[src/rtl/forward_ctrl.sv]
// Operand-forwarding and load-use hazard control for a three-stage write-back shadow (EX/MEM/WB).
// Optional stall-cycle counter enabled by defining FWD_STALL_CNT_EN.
module forward_ctrl (
  input  logic        clk,
  input  logic        rst,
  input  logic        id_valid,
  input  logic [3:0]  id_rs,
  input  logic        id_uses_rs,
  input  logic        id_use_imm,
  input  logic [3:0]  id_rd,
  input  logic        id_wr,
  input  logic        id_is_load,
  input  logic        flush,
  output logic [2:0]  fwd_sel,
  output logic        stall
`ifdef FWD_STALL_CNT_EN
  ,output logic [15:0] stall_cnt
`endif
);

  typedef struct packed {
    logic       valid;
    logic [3:0] rd;
    logic       is_load;
  } slot_t;

  localparam slot_t EMPTY_SLOT = 6'b000000;

  localparam logic [2:0] SEL_RF  = 3'b000;
  localparam logic [2:0] SEL_EX  = 3'b001;
  localparam logic [2:0] SEL_MEM = 3'b010;
  localparam logic [2:0] SEL_WB  = 3'b011;
  localparam logic [2:0] SEL_IMM = 3'b100;

  function automatic logic slot_hit(input slot_t s, input logic [3:0] rs);
    return s.valid && (s.rd == rs);
  endfunction

  slot_t      ex_r;
  slot_t      mem_r;
  slot_t      wb_r;
  logic       reads_reg_s;
  logic       ex_hit_s;
  logic       mem_hit_s;
  logic       wb_hit_s;
  logic       stall_s;
  logic [2:0] fwd_sel_s;

  // Hazard detection and youngest-first forward selection
  always_comb begin
    reads_reg_s = id_valid && id_uses_rs && !id_use_imm && (id_rs != 4'h0);
    ex_hit_s    = slot_hit(ex_r, id_rs);
    mem_hit_s   = slot_hit(mem_r, id_rs);
    wb_hit_s    = slot_hit(wb_r, id_rs);
    stall_s     = reads_reg_s && ex_hit_s && ex_r.is_load;
    fwd_sel_s   = SEL_RF;
    if (id_use_imm) begin
      fwd_sel_s = SEL_IMM;
    end else if (!reads_reg_s) begin
      fwd_sel_s = SEL_RF;
    end else if (ex_hit_s) begin
      fwd_sel_s = SEL_EX;
    end else if (mem_hit_s) begin
      fwd_sel_s = SEL_MEM;
    end else if (wb_hit_s) begin
      fwd_sel_s = SEL_WB;
    end else begin
      fwd_sel_s = SEL_RF;
    end
  end

  assign fwd_sel = fwd_sel_s;
  assign stall   = stall_s;

  // Write-record pipeline; a stall injects a bubble, flush empties every slot
  always_ff @(posedge clk or posedge rst) begin
    if (rst) begin
      ex_r  <= EMPTY_SLOT;
      mem_r <= EMPTY_SLOT;
      wb_r  <= EMPTY_SLOT;
    end else if (flush) begin
      ex_r  <= EMPTY_SLOT;
      mem_r <= EMPTY_SLOT;
      wb_r  <= EMPTY_SLOT;
    end else begin
      wb_r  <= mem_r;
      mem_r <= ex_r;
      if (stall_s) begin
        ex_r <= EMPTY_SLOT;
      end else begin
        ex_r <= '{valid: id_valid && id_wr, rd: id_rd, is_load: id_is_load};
      end
    end
  end

`ifdef FWD_STALL_CNT_EN
  logic [15:0] stall_cnt_r;

  // Saturating count of load-use stall cycles that were not flushed
  always_ff @(posedge clk or posedge rst) begin
    if (rst) begin
      stall_cnt_r <= 16'h0000;
    end else if (stall_s && !flush && (stall_cnt_r != 16'hFFFF)) begin
      stall_cnt_r <= stall_cnt_r + 16'h0001;
    end else begin
      stall_cnt_r <= stall_cnt_r;
    end
  end

  assign stall_cnt = stall_cnt_r;
`endif

endmodule

[config.mk]
export PLATFORM = sky130hd
export DESIGN_NAME = forward_ctrl
export DESIGN_NICKNAME = d
export VERILOG_FILES = /design/src/rtl/forward_ctrl.sv
export SDC_FILE = /design/constraint.sdc
export NUM_CORES = 1
export LEC_CHECK = 0
export ABC_CLOCK_PERIOD_IN_PS = 1400
export CAP_MARGIN = 20
export CORE_ASPECT_RATIO = 0.7
export CORE_MARGIN = 1
export CORE_UTILIZATION = 24
export CTS_CLUSTER_SIZE = 12
export DETAILED_ROUTE_END_ITERATION = 16
export GPL_TIMING_DRIVEN = 0
export HOLD_SLACK_MARGIN = 0.06
export PLACE_DENSITY = 0.48
export SETUP_SLACK_MARGIN = 0.4
export SYNTH_ARGS = -nofsm -noshare
export SYNTH_HDL_FRONTEND = slang
export SYNTH_SLANG_ARGS = --single-unit
[constraint.sdc]
create_clock -name clk -period 1.4 [get_ports clk]
set_clock_uncertainty 0.05 [all_clocks]
set_input_delay 0.35 -clock clk [delete_from_list [all_inputs] [get_ports clk]]
set_output_delay 0.35 -clock clk [all_outputs]
set_load 0.005 [all_outputs]
==> results.md, run 1 <==
- Hold crit path type: primary input to flop
- Clk_lat worst skew: 0.25 ns
- Placed cells: 120
- Ys Warns: 0
- Drt total wl: 1585 µm
- WHS: 0.3086 ns
- Max H-tree Level: 1
- Ant. Diodes: 0
- DP Area: approximately 990 µm²
- Post-Syn Area: 739.5 µm²
- Crit end category: output port
- Final setup viols: 9
- Vias in the first global route: a little under 600
- # DRC: 0
- Layout Cells excl Fill: 134
- Yosys top cell area share: 0.5415
- Yosys top cell by area: dfrtp_1
- CP max stage cell: dfrtp_1
- Hold Buf Count CTS: 0
- Critical path fanouts, max: 2
- IO buf count: 19
- Routed vias/inst: 4.015
- Slack of the critical path: -0.5028 ns
- Post-Synthesis Cells: 65
- Pleak: 0.5475 nW
- Max Clk Rate: 525.5 MHz
- CTS Buf Count: 3
- Initial Utilization: 0.2583
- Initial antenna violation count: 0
- Gpl congestion: between 0.7 and 0.8
- Die area: 0.003311 mm²
- WP data required: 1.00 ns
- Ports: 20
- Hpwl dp: ~1100 µm
- Syn Area/Cell: 11.38 µm²
- CTS Root Buffer Type: clkbuf_8
- DR vias: 538
- Slew @ Worst Pin: about 0.35 ns
- Crit start category: flop
- Critical Path AT: 1.50 ns
- Setup CP Type: flop to output port
- Sequential element share of the synthesized area: 0.5415
- DRT Pass-1 Iters: 3
- Post-layout min period: 1.903 ns
- Syn Nets: 81
- Largest cells by area after synthesis: dfrtp_1, nor2b_1, xnor2_1
- Final Max Tran Viols: 0
- First-pass GRT wire length: around 2700 µm
- RSZ-0062 raised after global routing: true
- Sink Count: 16
- Initial DRC count: 15
- Cell variety after synth: 18
- Die Wd: 68.35 µm
- GR Util All Layers: 0.1132
- Overall Power: between 1 and 1.5 mW
- Final Hold Fails: 0
- Antenna Nets Post-Route: 0
- GRT Residual Overflow: 0
- Count of max-cap constraint violations: 0
- Layout Nets: between 100 and 150
- Num rows: 16
- Area grow syn2layout: 65.48%
- Setup_tns: -1.447 ns
- Core box area: 0.002863 mm²
- Reg clk slew, reported paths: 0.06 ns
- Peak supply drop: 451.4 µV
- Crit-path cells: xor2_1, nor3_1, nand3_1, buf_4, a41o_1, buf_2
- Failing checks: negative setup slack
- CP max stage delay: 0.39 ns
- Routed WL per cell: 11.83 µm
- PwrDens: 876.1 mW/mm²
- Status: finished with violations
- Largest net degree at the start of global routing: 17
- Slew HR: 0.7659
- Post-layout instance area: 0.001224 mm²
- Final period utilization: 1.359
- Synthesized flop and latch total: 16
- TritonCTS clock tree: done
- Chip height: 48.44 µm
- Layout cell share with drive strength beyond 1: 0.4592
- Clock Tree Buf Depth: 2
[critical path: cells and delay by family (launching register included)]
kind / cells / cell delay [ns]
flops: 1 / 0.39
compound gates: 1 / 0.16
buf+inv: 2 / 0.26
simple gates: 2 / 0.29
xor+xnor: 1 / 0.14
[registers in the layout, summed over array words and instances, names as in the netlist]
signal / flops
ex_r: 6
mem_r: 5
wb_r: 5
[where the power goes]
part	switching [mW]	leakage, nW	total, mW	internal [mW]
registers	0.00907	0.214	0.489	0.479
clock network	0.159	0.0288	0.409	0.249
logic	0.0710	0.305	0.175	0.104
total	0.239	0.547	1.07	0.833
[per-layer routing]
layer	wire length, µm	track usage	vias up	part of all wire
met1	746	0.1597	241	0.47
met2	727	0.1601	17	0.46
met4	0	0.01042	0	0
met5	0	0	-	0
met3	111	0.05660	0	0.070
li1	-	-	280	-
[metrics by stage]
stage | setup WS, ns | utilization
floorplan | -0.04701 | -
global placement | -1.418 | 0.3470
detailed placement | -1.423 | 0.3470
CTS | -0.5404 | 0.4196
global route | -0.5866 | 0.4274
finish | -0.5028 | 0.4274
[kinds of logic after synthesis]
kind of cell | after synthesis | share of synthesized area
and+or+nand+nor | 30 | 0.2640
DFF | 16 | 0.5414
xor gates and xnor gates | 12 | 0.1421
AOI/OAI and AO/OA | 3 | 0.02706
buffers and inverters | 4 | 0.02538
[repair_timing]
| action | in CTS | in global routing |
|---|---|---|
| endpoints found under the setup margin | 14 | 27 |
| pin swaps | 12 | 4 |
| buffers inserted | 9 | 1 |
| resized for setup | 84 | 4 |
| hold endpoints to repair | 0 | 0 |
[synthesized netlist by cell type (all sizes together)]
| master | number |
|---|---|
| nand3 | 2 |
| nor4 | 2 |
| dfrtp | 16 |
| nor2b | 10 |
| inv | 2 |
| nor3b | 5 |
| xnor2 | 6 |
| o21ai | 1 |
| a41o | 1 |
| or3 | 1 |
| and2 | 1 |
| buf | 1 |
| nor3 | 5 |
| nand2 | 4 |
| a21oi | 1 |
| xor2 | 6 |
| clkbuf | 1 |
[layout make-up]
class | count | area, µm²
clock buffers | 4 | 55.05
flip-flops and latches | 16 | 400.4
plain buffers | 2 | 25.02
multi-input cells | 45 | 401.6
well taps | 36 | 45.04
fillers | 267 | 1639
inverters | 2 | 11.26
repair buffers | 29 | 285.3
[cells in the final DEF, fill, tap and decap left out, drive strengths merged]
| cell type | synthesis | routed |
|---|---|---|
| a21oi | 1 | 1 |
| nor3 | 5 | 5 |
| clkinvlp | 0 | 1 |
| nor4 | 2 | 2 |
| o21ai | 1 | 1 |
| or3 | 1 | 1 |
| buf | 1 | 22 |
| xnor2 | 6 | 6 |
| clkbuf | 1 | 5 |
| nand2 | 4 | 4 |
| nor2b | 10 | 10 |
| clkdlybuf4s50 | 0 | 7 |
| nor3b | 5 | 5 |
| a41o | 1 | 1 |
| inv | 2 | 1 |
| dfrtp | 16 | 16 |
| and2 | 1 | 1 |
| nand3 | 2 | 2 |
| xor2 | 6 | 6 |
| clkdlybuf4s15 | 0 | 1 |
[final timing paths]
path                               to  cells after the start  startpoint  slack [ns]
setup / recovery           fwd_sel[0]                      6    mem_r[2]       -0.50
hold / removal                ex_r[5]                      3    id_valid        0.31
setup reg to reg              ex_r[4]                      6     ex_r[2]       -0.03
hold reg to reg               wb_r[5]                      1    mem_r[5]        0.45
max in group asynchronous    mem_r[1]                      2         rst        0.70
min in group asynchronous     ex_r[4]                      2         rst        0.37
No activity file was read; power rests on OpenSTA's default activity.
==> inputs of run 2 (changes only) <==
- CORE_ASPECT_RATIO: 0.7 -> unset
- CORE_UTILIZATION: 24 -> 41
- PLACE_DENSITY: 0.48 -> 0.73
==> results.md, run 2 (same netlist as run 1, synthesis figures left out) <==
- Slew HR: 0.6185
- Initial DRC count: 7
- Clk_lat worst skew: 0.29 ns
- Seq pwr share: 0.518
- Initial antenna violation count: 0
- # DRC: 0
- Failing checks: negative setup slack
- Final period utilization: 1.382
- Net Sw Power: 0.2217 mW
- Routed WL per cell: 12.04 µm
- Ant. Diodes: 0
- Slack of the critical path: -0.5352 ns
- Hold Buf Count CTS: 0
- Switch share: 0.2346
- Max FFs per register: 6
- FILL cells: 112
- WP data required: 1.00 ns
- WHS: roughly 0.27 ns
- Hpwl dp: 1044 µm
- Drt total wl: 1397 µm
- Chip height: 44.47 µm
- First-pass GRT wire length: 2366 µm
- Max H-tree Level: 1
- Post-layout min period: 1.935 ns
- Ports: 20
- IO buf count: 19
- Commonest non-fill, non-tap cells in the layout: dfrtp_1, nor2b_1, clkdlybuf4s50_1, xor2_1, buf_4
- Routed vias/inst: 4.638
- GR Util All Layers: 0.1762
- DP Area: 978.4 µm²
- Vias in the first global route: roughly 580
- CP max stage delay: 0.39 ns
- Peak supply drop: 702.6 µV
- Final setup viols: 3
- Initial Utilization: 0.4639
- DRT Pass-1 Iters: 4
- Die area: 0.001978 mm²
- GRT Residual Overflow: 0
- Layout cell share with drive strength beyond 1: 0.4565
- Final Hold Fails: 0
- Die Wd: around 44 µm
- Num rows: 14
- Clock Tree Buf Depth: 2
- Final Util: 0.7025
- Most flop-heavy register: ex_r
- Crit end category: output port
- Sink Count: 16
- Pleak: around 0.5 nW
- Post-layout instance area: around 0.0011 mm²
- RSZ-0062 raised after global routing: true
- Crit start category: flop
- Max Clk Rate: 516.7 MHz
- Largest net degree at the start of global routing: 17
- CTS Root Buffer Type: clkbuf_4
- Layout Nets: 109
- Core box area: 0.001594 mm²
- CP max stage cell: dfrtp_1
- Most common cell after layout, fill and taps aside: dfrtp_1
- Status: finished with violations
- Setup CP Type: flop to output port
- Power share of the combinational group: 0.165
- PwrDens: 844.0 mW/mm²
- Reg clk slew, reported paths: 0.09 ns
- P_int: 0.7234 mW
- Largest regs: ex_r: 6 flops, mem_r: 5 flops, wb_r: 5 flops
- Clock share of power: 0.318
- TritonCTS clock tree: done
- Area grow syn2layout: 51.44%
- Antenna Nets Post-Route: 0
- Critical path fanouts, max: 2
- DR vias: 538
- Hold crit path type: primary input to flop
- Gpl congestion: 0.7541
- Critical Path AT: 1.54 ns
- Count of max-cap constraint violations: 0
- Final Max Tran Viols: 0
- CTS Buf Count: 3
- Slew @ Worst Pin: 0.5716 ns
- Crit-path cells: xor2_1, nor3_2, nand3_1, buf_4, a41o_1, buf_2
[run 2: cell types whose count changed in the layout (fill, tap and decap cells not counted), sizes merged]
cell / before / now
dlygate4sd2: 0 / 1
clkinvlp: 1 / 0
buf: 22 / 16
inv: 1 / 2
clkdlybuf4s15: 1 / 0
[run 2: metal layers]
| layer | GRT usage | vias up | wire, µm |
|---|---|---|---|
| met5 | 0 | - | 0 |
| met4 | 0.07273 | 0 | 29 |
| met3 | 0.06531 | 3 | 74 |
| met2 | 0.3176 | 20 | 729 |
| met1 | 0.1823 | 247 | 563 |
| li1 | - | 268 | - |
[run 2: path summary, 6_finish.rpt]
check | start | end | slack [ns] | depth (start not counted)
setup reg to reg | ex_r[4] | ex_r[2] | 0.09 | 5
setup / recovery | mem_r[3] | fwd_sel[0] | -0.54 | 6
hold / removal | id_valid | ex_r[5] | 0.27 | 3
hold reg to reg | mem_r[5] | wb_r[5] | 0.46 | 1
min in group asynchronous | rst | ex_r[4] | 0.35 | 2
max in group asynchronous | rst | mem_r[2] | 0.57 | 2
[run 2: layout make-up]
| cell class | count | area (µm²) | share of cell area |
|---|---|---|---|
| multi-input cells | 45 | 429.2 | 0.3832 |
| clock buffers | 4 | 36.28 | 0.03240 |
| repair buffers | 23 | 197.7 | 0.1765 |
| well taps | 24 | 30.03 | 0.02682 |
| flip-flops and latches | 16 | 400.4 | 0.3575 |
| inverters | 2 | 7.507 | 0.006704 |
| plain buffers | 2 | 18.77 | 0.01676 |
[run 2: worst max-delay path, delay by kind of cell (launching register included)]
| family | cells | cell delay [ns] |
|---|---|---|
| buffers and inverters | 2 | 0.27 |
| AO/OA/AOI/OAI | 1 | 0.16 |
| AND/OR/NAND/NOR | 2 | 0.29 |
| flip-flops | 1 | 0.39 |
| XOR/XNOR | 1 | 0.15 |
[run 2: stage by stage]
step / setup slack, ns / power [mW] / setup TNS (ns) / cells
final: -0.5352 / 0.9451 / -1.384 / 116
after global routing: -0.6392 / 0.9979 / -1.716 / 116
after CTS: -0.5812 / 0.9378 / -1.505 / 116
after detailed placement: -1.423 / 0.6296 / -9.615 / 108
after global placement: -1.383 / 0.6253 / -9.108 / 108
after floorplan: -0.04701 / 0.5581 / -0.08107 / 65
[run 2: power by group through the flow]
stage | logic [mW] | registers [mW] | clock network [mW]
finish | 0.156 | 0.489 | 0.300
CTS | 0.139 | 0.488 | 0.311
detailed placement | 0.133 | 0.497 | 0
global route | 0.170 | 0.492 | 0.336
floorplan | 0.0633 | 0.495 | 0
global placement | 0.129 | 0.496 | 0
[run 2: what timing repair did]
item | CTS | global route
setup buffers | 4 | 0
gates cloned | 0 | 0
resized for setup | 61 | 15
pin swaps | 7 | 4
endpoints found under the setup margin | 14 | 10
==> inputs of run 3 (changes only) <==
- RECOVER_POWER: unset -> 100
- SETUP_SLACK_MARGIN: 0.4 -> 0.5
==> results.md, run 3 (same netlist as run 1, synthesis figures left out) <==
- Status: finished with violations
- Failing checks: negative setup slack
- Crit start category: flop
- GR Util All Layers: 0.1762
- WP data required: 1.00 ns
- Hpwl dp: 1044 µm
- IO buf count: 19
- Hold Buf Count CTS: 0
- TritonCTS clock tree: done
- Layout cell share with drive strength beyond 1: 0.4457
- Vias in the first global route: 576
- Die area: slightly below 0.002 mm²
- Routed vias/inst: 4.664
- DR vias: 541
- R2R setup slack: 0.05 ns
- Most flop-heavy register: ex_r
- CTS Root Buffer Type: clkbuf_4
- Critical Path AT: 1.53 ns
- Worst hold stages: 3
- Ant. Diodes: 0
- Count of max-cap constraint violations: 0
- DRT Pass-1 Iters: 4
- Slew HR: 0.5566
- Hold crit path type: primary input to flop
- Sink Count: 16
- Cell depth of the worst flop-to-flop path: 5
- Final Max Tran Viols: 0
- Most common cell after layout, fill and taps aside: dfrtp_1
- Post-layout instance area: 0.001106 mm²
- Worst setup path end: fwd_sel[0]
- Slack of the critical path: -0.5344 ns
- Routed WL per cell: 12.05 µm
- Reg clk slew, reported paths: about 0.09 ns
- Drt total wl: approximately 1400 µm
- Commonest non-fill, non-tap cells in the layout: dfrtp_1, nor2b_1, buf_4, xor2_1, clkdlybuf4s50_1
- RSZ-0062 raised after global routing: true
- First-pass GRT wire length: 2366 µm
- Final setup viols: 3
- FILL cells: 117
- Largest regs: ex_r: 6 flops, mem_r: 5 flops, wb_r: 5 flops
- Gpl congestion: 0.7541
- Peak supply drop: roughly 700 µV
- Pleak: roughly 0.5 nW
- Initial antenna violation count: 0
- Ports: 20
- Largest net degree at the start of global routing: 17
- Crit end category: output port
- Critical path origin: mem_r[3]
- # DRC: 0
- Antenna Nets Post-Route: 0
- Clock Tree Buf Depth: 2
- Core box area: 0.001594 mm²
- Pre-CTS setup slack: -1.423 ns
- Max H-tree Level: 1
- Final Util: 0.6939
- Setup_tns: -1.354 ns
- Max Clk Rate: 516.9 MHz
- Initial Utilization: 0.4639
- Final Hold Fails: 0
- Setup CP Type: flop to output port
- GRT Residual Overflow: 0
- Initial DRC count: 5
- Max FFs per register: 6
- Layout Nets: 109
- Final period utilization: 1.382
- Num rows: 14
- Reg2reg end: ex_r[2]
- Die Wd: 44.47 µm
- Slew @ Worst Pin: 0.6614 ns
- CTS Buf Count: 3
- PwrDens: roughly 850 mW/mm²
- Post-layout min period: 1.934 ns
- Reg-to-reg startpoint: ex_r[4]
- Clk_lat worst skew: 0.29 ns
- DP Area: 978.4 µm²
- Area grow syn2layout: 49.58%
- Chip height: 44.47 µm
- Critical path fanouts, max: 2
[run 3: cell types whose count changed in the layout (fill, tap and decap cells not counted), sizes merged]
cell / change
inv: -1
clkinvlp: +1
clkbuf: +1
dlygate4sd3: +1
buf: -1
clkdlybuf4s50: -1
[run 3: repair_timing]
item / CTS / global route
endpoints found under the setup margin: 19 / 26
buffers inserted: 4 / 0
resized for setup: 61 / 17
pin swaps: 7 / 4
[run 3: how the worst min path moves through the flow]
stage | from | to | slack (ns)
after global placement | ex_r[5] | mem_r[5] | 0.42
final | id_valid | ex_r[5] | 0.27
after global routing | id_valid | ex_r[5] | 0.26
after CTS | id_valid | ex_r[5] | 0.24
after detailed placement | ex_r[5] | mem_r[5] | 0.43
after floorplan | rst | ex_r[0] | 0.21
[run 3: report_power, final]
part / total, mW / internal [mW] / switching [mW]
combinational: 0.152 / 0.0826 / 0.0694
clock: 0.300 / 0.159 / 0.141
sequential: 0.489 / 0.479 / 0.0106
[run 3: cell type report]
class	count	area [µm²]	share of cell area
Clock buffer	4	36.28	0.03281
Tap cell	24	30.03	0.02715
Buffer	2	7.507	0.006787
Multi-Input combinational cell	45	429.2	0.3880
Sequential cell	16	400.4	0.3620
Inverter	2	8.758	0.007919
Timing Repair Buffer	23	193.9	0.1753
[run 3: routing by layer]
layer | up-vias | wire length, µm | part of all wire | global-route usage
met5 | - | 0 | 0 | 0
met4 | 0 | 29 | 0.021 | 0.07273
met3 | 3 | 74 | 0.053 | 0.06531
met2 | 20 | 728 | 0.52 | 0.3176
met1 | 250 | 565 | 0.40 | 0.1823
li1 | 268 | - | - | -
[run 3: critical path: stages (launching register included)]
cell and delay (ns):
dfrtp_1 0.39, xor2_1 0.15, nor3_2 0.17, nand3_1 0.12, buf_4 0.15, a41o_1 0.16
buf_2 0.12
[run 3: metrics by stage]
| step | power (mW) | std cells | hold WS (ns) |
|---|---|---|---|
| floorplan | 0.5581 | 65 | 0.2137 |
| global placement | 0.6253 | 108 | 0.4214 |
| detailed placement | 0.6296 | 108 | 0.4292 |
| CTS | 0.9378 | 116 | 0.2446 |
| global route | 0.9945 | 116 | 0.2616 |
| finish | 0.9412 | 116 | 0.2660 |
